$ cat config.mk
export PLATFORM = sky130hd
export DESIGN_NAME = if_id_buffer
export DESIGN_NICKNAME = d
export VERILOG_FILES = /design/src/rtl/isa_defs.sv /design/src/rtl/if_id_buffer.sv
export SDC_FILE = /design/constraint.sdc
export NUM_CORES = 1
export LEC_CHECK = 0
export CAP_MARGIN = 40
export CORE_ASPECT_RATIO = 0.9
export CORE_MARGIN = 1
export CORE_UTILIZATION = 45
export CTS_CLUSTER_SIZE = 20
export DETAILED_ROUTE_END_ITERATION = 8
export GPL_ROUTABILITY_DRIVEN = 1
export PLACE_DENSITY = 0.77
export SLEW_MARGIN = 5
export SYNTH_ARGS = -nofsm -noshare
export SYNTH_HDL_FRONTEND = slang
export SYNTH_SLANG_ARGS = --single-unit
$ cat constraint.sdc
create_clock -name clk -period 1.6 [get_ports clk]
set_input_delay 0.32 -clock clk [delete_from_list [all_inputs] [get_ports clk]]
set_output_delay 0.32 -clock clk [all_outputs]
set_load 0.01 [all_outputs]
$ cat src/rtl/isa_defs.sv
// Shared ISA definitions for the fetch/decode front end.
// Holds opcode constants, instruction-byte field positions, default widths
// and the IF/ID assembly state encoding.
package isa_defs;

  // Default datapath widths.
  localparam int unsigned DW_DEF = 8;
  localparam int unsigned AW_DEF = 8;

  // Opcodes the front end cares about.
  localparam logic [3:0] OP_2B = 4'd12;  // LDM/LDD/STD: opcode byte + immediate/EA byte
  localparam logic [3:0] OP_BR = 4'd11;  // branch group, decoded by the fetch CU via brx

  // Instruction byte layout: [7:4] opcode, [3:2] ra/brx, [1:0] rb.
  localparam int unsigned OPC_MSB = 7;
  localparam int unsigned OPC_LSB = 4;
  localparam int unsigned BRX_MSB = 3;
  localparam int unsigned BRX_LSB = 2;
  localparam int unsigned RB_MSB  = 1;
  localparam int unsigned RB_LSB  = 0;

  // Assembly state: waiting for an opcode byte, or for the second byte
  // of a two-byte instruction.
  typedef enum logic {
    S_OP  = 1'b0,
    S_IMM = 1'b1
  } ifid_state_e;

  // Opcode field of an instruction byte.
  function automatic logic [3:0] opcode_of(input logic [7:0] b);
    return b[OPC_MSB:OPC_LSB];
  endfunction

  // brx / ra field of an instruction byte.
  function automatic logic [1:0] brx_of(input logic [7:0] b);
    return b[BRX_MSB:BRX_LSB];
  endfunction

endpackage

$ cat src/rtl/if_id_buffer.sv
// IF/ID pipeline register for the byte-serial fetch path.
// One-byte instructions pass straight through with one cycle of latency.
// Two-byte instructions (opcode OP_2B) are held for one cycle and then
// emitted as a single {instr, imm} packet, leaving one bubble behind.
// Priority each cycle: reset > flush > stall > fetch.
// Optional feature: define IF_ID_BUBBLE_CNT_EN to add a saturating 16-bit
// bubble_cnt output counting live cycles that leave id_valid low.
module if_id_buffer
  import isa_defs::*;
#(
  parameter int unsigned DW    = DW_DEF,
  parameter int unsigned AW    = AW_DEF,
  parameter logic [3:0]  OP_2B = isa_defs::OP_2B
) (
  input  logic          clk,
  input  logic          reset,
  input  logic [DW-1:0] instr_in,
  input  logic [AW-1:0] pc_in,
  input  logic          fetch_valid,
  input  logic          stall,
  input  logic          flush,
  output logic [3:0]    cu_opcode,
  output logic [1:0]    cu_brx,
  output logic          id_valid,
  output logic [DW-1:0] id_instr,
  output logic [DW-1:0] id_imm,
  output logic [AW-1:0] id_pc,
`ifdef IF_ID_BUBBLE_CNT_EN
  output logic [15:0]   bubble_cnt,
`endif
  output logic          imm_pending
);

  // Architectural state.
  ifid_state_e   state_q,      state_d;
  logic [DW-1:0] hold_instr_q, hold_instr_d;
  logic [AW-1:0] hold_pc_q,    hold_pc_d;
  logic          id_valid_q,   id_valid_d;
  logic [DW-1:0] id_instr_q,   id_instr_d;
  logic [DW-1:0] id_imm_q,     id_imm_d;
  logic [AW-1:0] id_pc_q,      id_pc_d;

  // The opcode of the incoming byte decides whether it starts a pair.
  logic [3:0] in_opcode;
  logic       in_is_2b;

  assign in_opcode = instr_in[OPC_MSB:OPC_LSB];
  assign in_is_2b  = (in_opcode == OP_2B);

  // Next-state logic: flush wins over stall, stall freezes everything.
  always_comb begin
    state_d      = state_q;
    hold_instr_d = hold_instr_q;
    hold_pc_d    = hold_pc_q;
    id_valid_d   = id_valid_q;
    id_instr_d   = id_instr_q;
    id_imm_d     = id_imm_q;
    id_pc_d      = id_pc_q;

    if (flush) begin
      // Drops any half-assembled pair as well as the current packet.
      state_d      = S_OP;
      hold_instr_d = '0;
      hold_pc_d    = '0;
      id_valid_d   = 1'b0;
      id_instr_d   = '0;
      id_imm_d     = '0;
      id_pc_d      = '0;
    end else if (!stall) begin
      unique case (state_q)
        S_OP: begin
          if (fetch_valid && in_is_2b) begin
            // Park the opcode byte; decode sees a bubble this cycle.
            hold_instr_d = instr_in;
            hold_pc_d    = pc_in;
            id_valid_d   = 1'b0;
            state_d      = S_IMM;
          end else if (fetch_valid) begin
            id_instr_d = instr_in;
            id_imm_d   = '0;
            id_pc_d    = pc_in;
            id_valid_d = 1'b1;
          end else begin
            // Nothing fetched: bubble, data registers keep their value.
            id_valid_d = 1'b0;
          end
        end
        S_IMM: begin
          if (fetch_valid) begin
            // Second byte arrived: emit the assembled packet at the
            // PC of the opcode byte.
            id_instr_d = hold_instr_q;
            id_imm_d   = instr_in;
            id_pc_d    = hold_pc_q;
            id_valid_d = 1'b1;
            state_d    = S_OP;
          end else begin
            id_valid_d = 1'b0;
          end
        end
        default: begin
          state_d    = S_OP;
          id_valid_d = 1'b0;
        end
      endcase
    end
  end

  // State and pipeline registers with synchronous reset.
  always_ff @(posedge clk) begin
    if (reset) begin
      state_q      <= S_OP;
      hold_instr_q <= '0;
      hold_pc_q    <= '0;
      id_valid_q   <= 1'b0;
      id_instr_q   <= '0;
      id_imm_q     <= '0;
      id_pc_q      <= '0;
    end else begin
      state_q      <= state_d;
      hold_instr_q <= hold_instr_d;
      hold_pc_q    <= hold_pc_d;
      id_valid_q   <= id_valid_d;
      id_instr_q   <= id_instr_d;
      id_imm_q     <= id_imm_d;
      id_pc_q      <= id_pc_d;
    end
  end

  // Fetch CU feedback: while the immediate is being fetched the CU must
  // keep seeing the parked opcode, not the immediate byte on the bus.
  always_comb begin
    cu_opcode = instr_in[OPC_MSB:OPC_LSB];
    cu_brx    = instr_in[BRX_MSB:BRX_LSB];
    if (state_q == S_IMM) begin
      cu_opcode = hold_instr_q[OPC_MSB:OPC_LSB];
      cu_brx    = hold_instr_q[BRX_MSB:BRX_LSB];
    end
  end

  assign id_valid    = id_valid_q;
  assign id_instr    = id_instr_q;
  assign id_imm      = id_imm_q;
  assign id_pc       = id_pc_q;
  assign imm_pending = (state_q == S_IMM);

`ifdef IF_ID_BUBBLE_CNT_EN
  logic [15:0] bubble_cnt_q, bubble_cnt_d;
  logic        bubble_now;

  // A bubble is a live (not stalled, not flushed) cycle that writes
  // id_valid low; flush-induced invalidation is not counted.
  assign bubble_now = !flush && !stall && !id_valid_d;

  // Saturating increment so the count never wraps back to a small value.
  always_comb begin
    bubble_cnt_d = bubble_cnt_q;
    if (bubble_now && (bubble_cnt_q != 16'hFFFF)) begin
      bubble_cnt_d = bubble_cnt_q + 16'd1;
    end
  end

  // Counter register, cleared only by reset.
  always_ff @(posedge clk) begin
    if (reset) begin
      bubble_cnt_q <= '0;
    end else begin
      bubble_cnt_q <= bubble_cnt_d;
    end
  end

  assign bubble_cnt = bubble_cnt_q;
`endif

endmodule

* Word level (Yosys, flattened, before mapping)
Index checks and enable logic that the tools add are counted.
** Word-level totals
- Bits in registers :: 42
- Bits of input ports :: 21
- Output and inout port bits :: 32
- Logic and storage cells :: 36
** Cells by class
- Equality and inequality tests :: 4
- Muxes and demuxes :: 19
- Bitwise gates (word level) :: 2
- Reduce and logical (&&, ||, !) cells :: 4
** Operators by type and width (count)
- $mux W8 :: 8
- $pmux W8 S2 :: 3
- $ne A2 B2 Y1 const B :: 3
- $eq A4 B4 Y1 const B :: 1
- $mux W1 :: 4
- $mux W4 :: 1
- $pmux W1 S2 :: 2
- $reduce_and A4 Y1 :: 1
- $reduce_and A3 Y1 :: 1
- $mux W2 :: 1
- $not A1 Y1 :: 2
- $reduce_or A2 Y1 :: 1
- $logic_and A1 B1 Y1 :: 1

* Depth between registers and ports, before layout
- Depth after elaboration :: 4
- Mapped depth :: 5
- Gate-level depth less buffers :: 3

* Least setup slack after synthesis
OpenSTA, ideal clock, no wires.
- Path type :: register to register
- Start :: register state_q (netlist: imm_pending)
- End :: register id_instr_q[7] (netlist: id_instr[7])
- Setup time :: 119 ps
- Arrival :: 1231 ps
- Data required time :: 1481 ps
- Path slack :: 251 ps
- Cell stages (with the launch flop) :: 4
- Buffers on the path :: 1
- Period minus slack after synthesis :: 1349 ps
- Path through :: dfxtp_1 > buf_6 > mux2_2 > o221a_2
** Between the ends
- Longest elaborated chain between the ends :: 3
- Elaborated cells on any way between the ends :: 6
- Classes of those cells :: 3 x eq/ne; 1 x mux; 1 x bitwise; 1 x reduce/logical
** Ends and longest elaborated chain
- start: declaration :: RTL line if_id_buffer.sv:35 : ifid_state_e state_q, state_d;
- start signal: assignment :: RTL line if_id_buffer.sv:120 : state_q <= state_d;
- $not A1 Y1 (no source line)
- $ne A2 B2 Y1 (no source line)
- $reduce_and A4 Y1 (no source line)
- end signal: assignment :: RTL line if_id_buffer.sv:124 : id_instr_q <= id_instr_d;
- end: declaration :: RTL line if_id_buffer.sv:39 : logic [DW-1:0] id_instr_q, id_instr_d;
Parallel ways exist; a longest one is shown, timed or not.
A chain may end at the register's enable or synchronous reset.

* Worst setup path in the final report
- Start :: register state_q (netlist: imm_pending)
- End :: output cu_brx[0]
** Between the ends
- Longest elaborated chain between the ends :: 1
** Ends and longest elaborated chain
- $mux W2 :: RTL line if_id_buffer.sv:135 : if (state_q == S_IMM) begin
- end: declaration :: RTL line if_id_buffer.sv:23 : output logic [1:0] cu_brx,
No other way between the ends.

==> results.sh <==
export IMPL_rsz0062_at_grt="true"
export IMPL_die_w_um=69.3
export IMPL_cap_violations=0
export IMPL_die_area_mm2=0.00434
export IMPL_clock_skew_ps=8.67
export IMPL_crit_type="register to output port"
export IMPL_avgSynthCellArea_um2=9.36
export IMPL_ys_warn_count=0
export IMPL_cts_buffer_depth=2
export IMPL_area_growth_pct=44.0
export IMPL_ys_async_sr_fraction_pct=0
export IMPL_setup_viol=0
export IMPL_regArea_um2=842
export IMPL_internal_power_w=0.00151
export IMPL_p_clk_share_pct=34.2
export IMPL_cts_max_level=2
export IMPL_yosysTopAreaCell="dfxtp_1"
export IMPL_finalCriticalPeriod_ps=1590
export IMPL_multi_input_area_um2=917
export IMPL_pin_count=53
export IMPL_yosysSeqAreaShare_pct=45.8
export IMPL_drive_gt1_share_pct=21.1
export IMPL_overflow=0
export IMPL_tightest_slew_ps=319
export IMPL_grt_max_degree=30
export IMPL_p_leak_nw=0.993
export IMPL_p_switching_w=0.000512
export IMPL_worst_hold_path_type="register to register"
export IMPL_switching_share_pct=25.3
export IMPL_synthesis_area_mm2=0.00184
export IMPL_num_fill_cells=295
export IMPL_clkSinkCount=42
export IMPL_core_area_mm2=0.00381
export IMPL_yosys_top_cells_area="dfxtp_1 (46%), mux2i_1 (7.6%), nand2_1 (7.4%), o211ai_1 (5.7%), nand2b_1 (3.4%)"
export IMPL_final_max_slew_violation_count=0
export IMPL_critical_path_startpoint_type="register"
export IMPL_synth_seq_cells=42
export IMPL_initialDrtViolationCount=103
export IMPL_end_kind="output port"
export IMPL_grt_pass1_vias=1548
export IMPL_setup_slack_ps=5.51
export IMPL_cts_root_buffer="clkbuf_8"
export IMPL_period_share_pct=99.7
export IMPL_vias=1641
export IMPL_whs_ps=458
export IMPL_syn_inst=196
export IMPL_antenna_cells=0
export IMPL_rows=21
export IMPL_initial_core_util_pct=48.2
export IMPL_pre_cts_slack_ps=-335
export IMPL_cts_tree="done"
export IMPL_post_route_util_pct=69.4
export IMPL_avgRoutedWirePerCell_um=14.0
export IMPL_synth_most_common_cell="dfxtp_1"
export IMPL_gp_congestion=0.842
export IMPL_track_usage_pct=22.0
export IMPL_status="completed"
export IMPL_path_clk_slew_ps=90
export IMPL_antenna_found_initial=0
export IMPL_power_density_mw_per_mm2=766
export IMPL_max_freq_mhz=627
export IMPL_yosysUniqueCellTypes=29
export IMPL_seq_power_share_pct=52.4
export IMPL_antenna_left=0
export IMPL_critical_path_arrival_ps=1270
export IMPL_relSlewSlack_pct=78.7
export IMPL_fp_dieH_um=62.6
export IMPL_syn_nets=217
export IMPL_finalHoldViolCount=0
export IMPL_grt_pass1_wl_um=7580
export IMPL_synth_edf_count=0
export IMPL_ir_worst_vdd_v=0.000573
export IMPL_fin_nets=285
export IMPL_dr_pass1_iters=4
export IMPL_clock_latency_ps=300
export IMPL_drc=0
export IMPL_cp_max_fo=4
export IMPL_cts_buffers=5
export IMPL_critPathRequiredTime_ps=1280
export IMPL_viasPerCell=5.28
export IMPL_synthFlopType="dfxtp_1"
export IMPL_dp_hpwl_um=3060
export IMPL_combPwrFrac_pct=13.4
export IMPL_synth_common_cells="dfxtp_1 (42), nand2_1 (36), mux2i_1 (14), o211ai_1 (14), a21oi_1 (12)"
export IMPL_wl_um=4360
export IMPL_io_buffers=52
export IMPL_yosys_area_top_type_share_pct=45.8
-- power by group through the flow --
stage / combinational (W) / sequential (W) / clock [W]
floorplan: 0.000112 / 0.00109 / 0
global route: 0.000292 / 0.00106 / 0.000755
detailed placement: 0.000273 / 0.00109 / 0
global placement: 0.000271 / 0.00109 / 0
CTS: 0.000272 / 0.00106 / 0.000699
finish: 0.000271 / 0.00106 / 0.000692
-- per-stage QoR --
| stage | cell area (µm²) | TNS (ps) | total power, W | std cells |
|---|---|---|---|---|
| floorplan | 1840 | 0 | 0.00120 | 196 |
| global placement | 2540 | -6320 | 0.00136 | 302 |
| detailed placement | 2540 | -7880 | 0.00136 | 302 |
| CTS | 2640 | -519 | 0.00203 | 310 |
| global route | 2640 | -131 | 0.00211 | 311 |
| finish | 2640 | 0 | 0.00202 | 311 |
-- placed cells by master, fill, tap and decap left out, drive strengths merged, types with 2 or more instances in the layout --
| cell | Yosys | routed |
|---|---|---|
| clkdlybuf4s50 | 0 | 44 |
| nand3 | 9 | 9 |
| o22ai | 7 | 7 |
| nand2 | 36 | 36 |
| nand2b | 11 | 11 |
| mux2i | 14 | 14 |
| clkinv | 0 | 2 |
| mux2 | 5 | 5 |
| o221a | 2 | 2 |
| nor2 | 3 | 3 |
| a21oi | 13 | 13 |
| a21o | 2 | 2 |
| and3 | 2 | 2 |
| dfxtp | 42 | 42 |
| buf | 13 | 29 |
| o21ai | 13 | 13 |
| o211ai | 14 | 14 |
| clkbuf | 2 | 6 |
-- metal layers --
metal  global-route usage, %  vias up  part of all wire (%)
met2                    35.4       40                    47
met4                    6.89        0                   1.3
met5                       0        -                     0
met1                    28.5      766                    47
li1                        -      829                     -
met3                    5.97        6                   4.5
-- flip-flops by register name (all words and copies together), names as in the netlist --
register      flops
imm_pending       1
id_valid          1
id_imm            8
id_instr          8
hold_pc_q         8
id_pc             8
hold_instr_q      8
-- path summary, 6_finish.rpt --
| check | slack [ps] | cells after the start | from | to |
|---|---|---|---|---|
| max | 6 | 3 | imm_pending$_SDFFE_PP0N_ | cu_brx[0] |
| min | 460 | 2 | id_valid$_SDFFE_PP0N_ | id_valid$_SDFFE_PP0N_ |
| max reg2reg | 160 | 6 | imm_pending$_SDFFE_PP0N_ | hold_instr_q[2]$_SDFFE_PP0P_ |
| min reg2reg | 460 | 2 | id_valid$_SDFFE_PP0N_ | id_valid$_SDFFE_PP0N_ |
-- worst max-delay path, cell delays in order (launching register included) --
cell and delay [ps]:
dfxtp_2 370, buf_6 120, mux2_2 340, buf_2 140
-- cell type report --
class / instances / area share (%)
clock buffer: 5 / 2.60
multi-input combinational: 139 / 34.7
tap: 46 / 2.18
timing repair buffer: 76 / 27.8
sequential: 42 / 31.9
clock inverter: 3 / 0.805
-- cells by family after synthesis --
family / share of synthesized area [%]
buffers and inverters: 5.45
multiplexers: 10.7
AO/OA/AOI/OAI: 17.9
flip-flops: 45.8
AND/OR/NAND/NOR: 20.2
-- repair_timing --
item	4_1_cts	5_1_grt
pin swaps	0	1
hold buffers	0	0
endpoints found under the setup margin	7	7
resized for setup	19	14
buffers inserted	0	1
(Power assumes the default switching activity.)
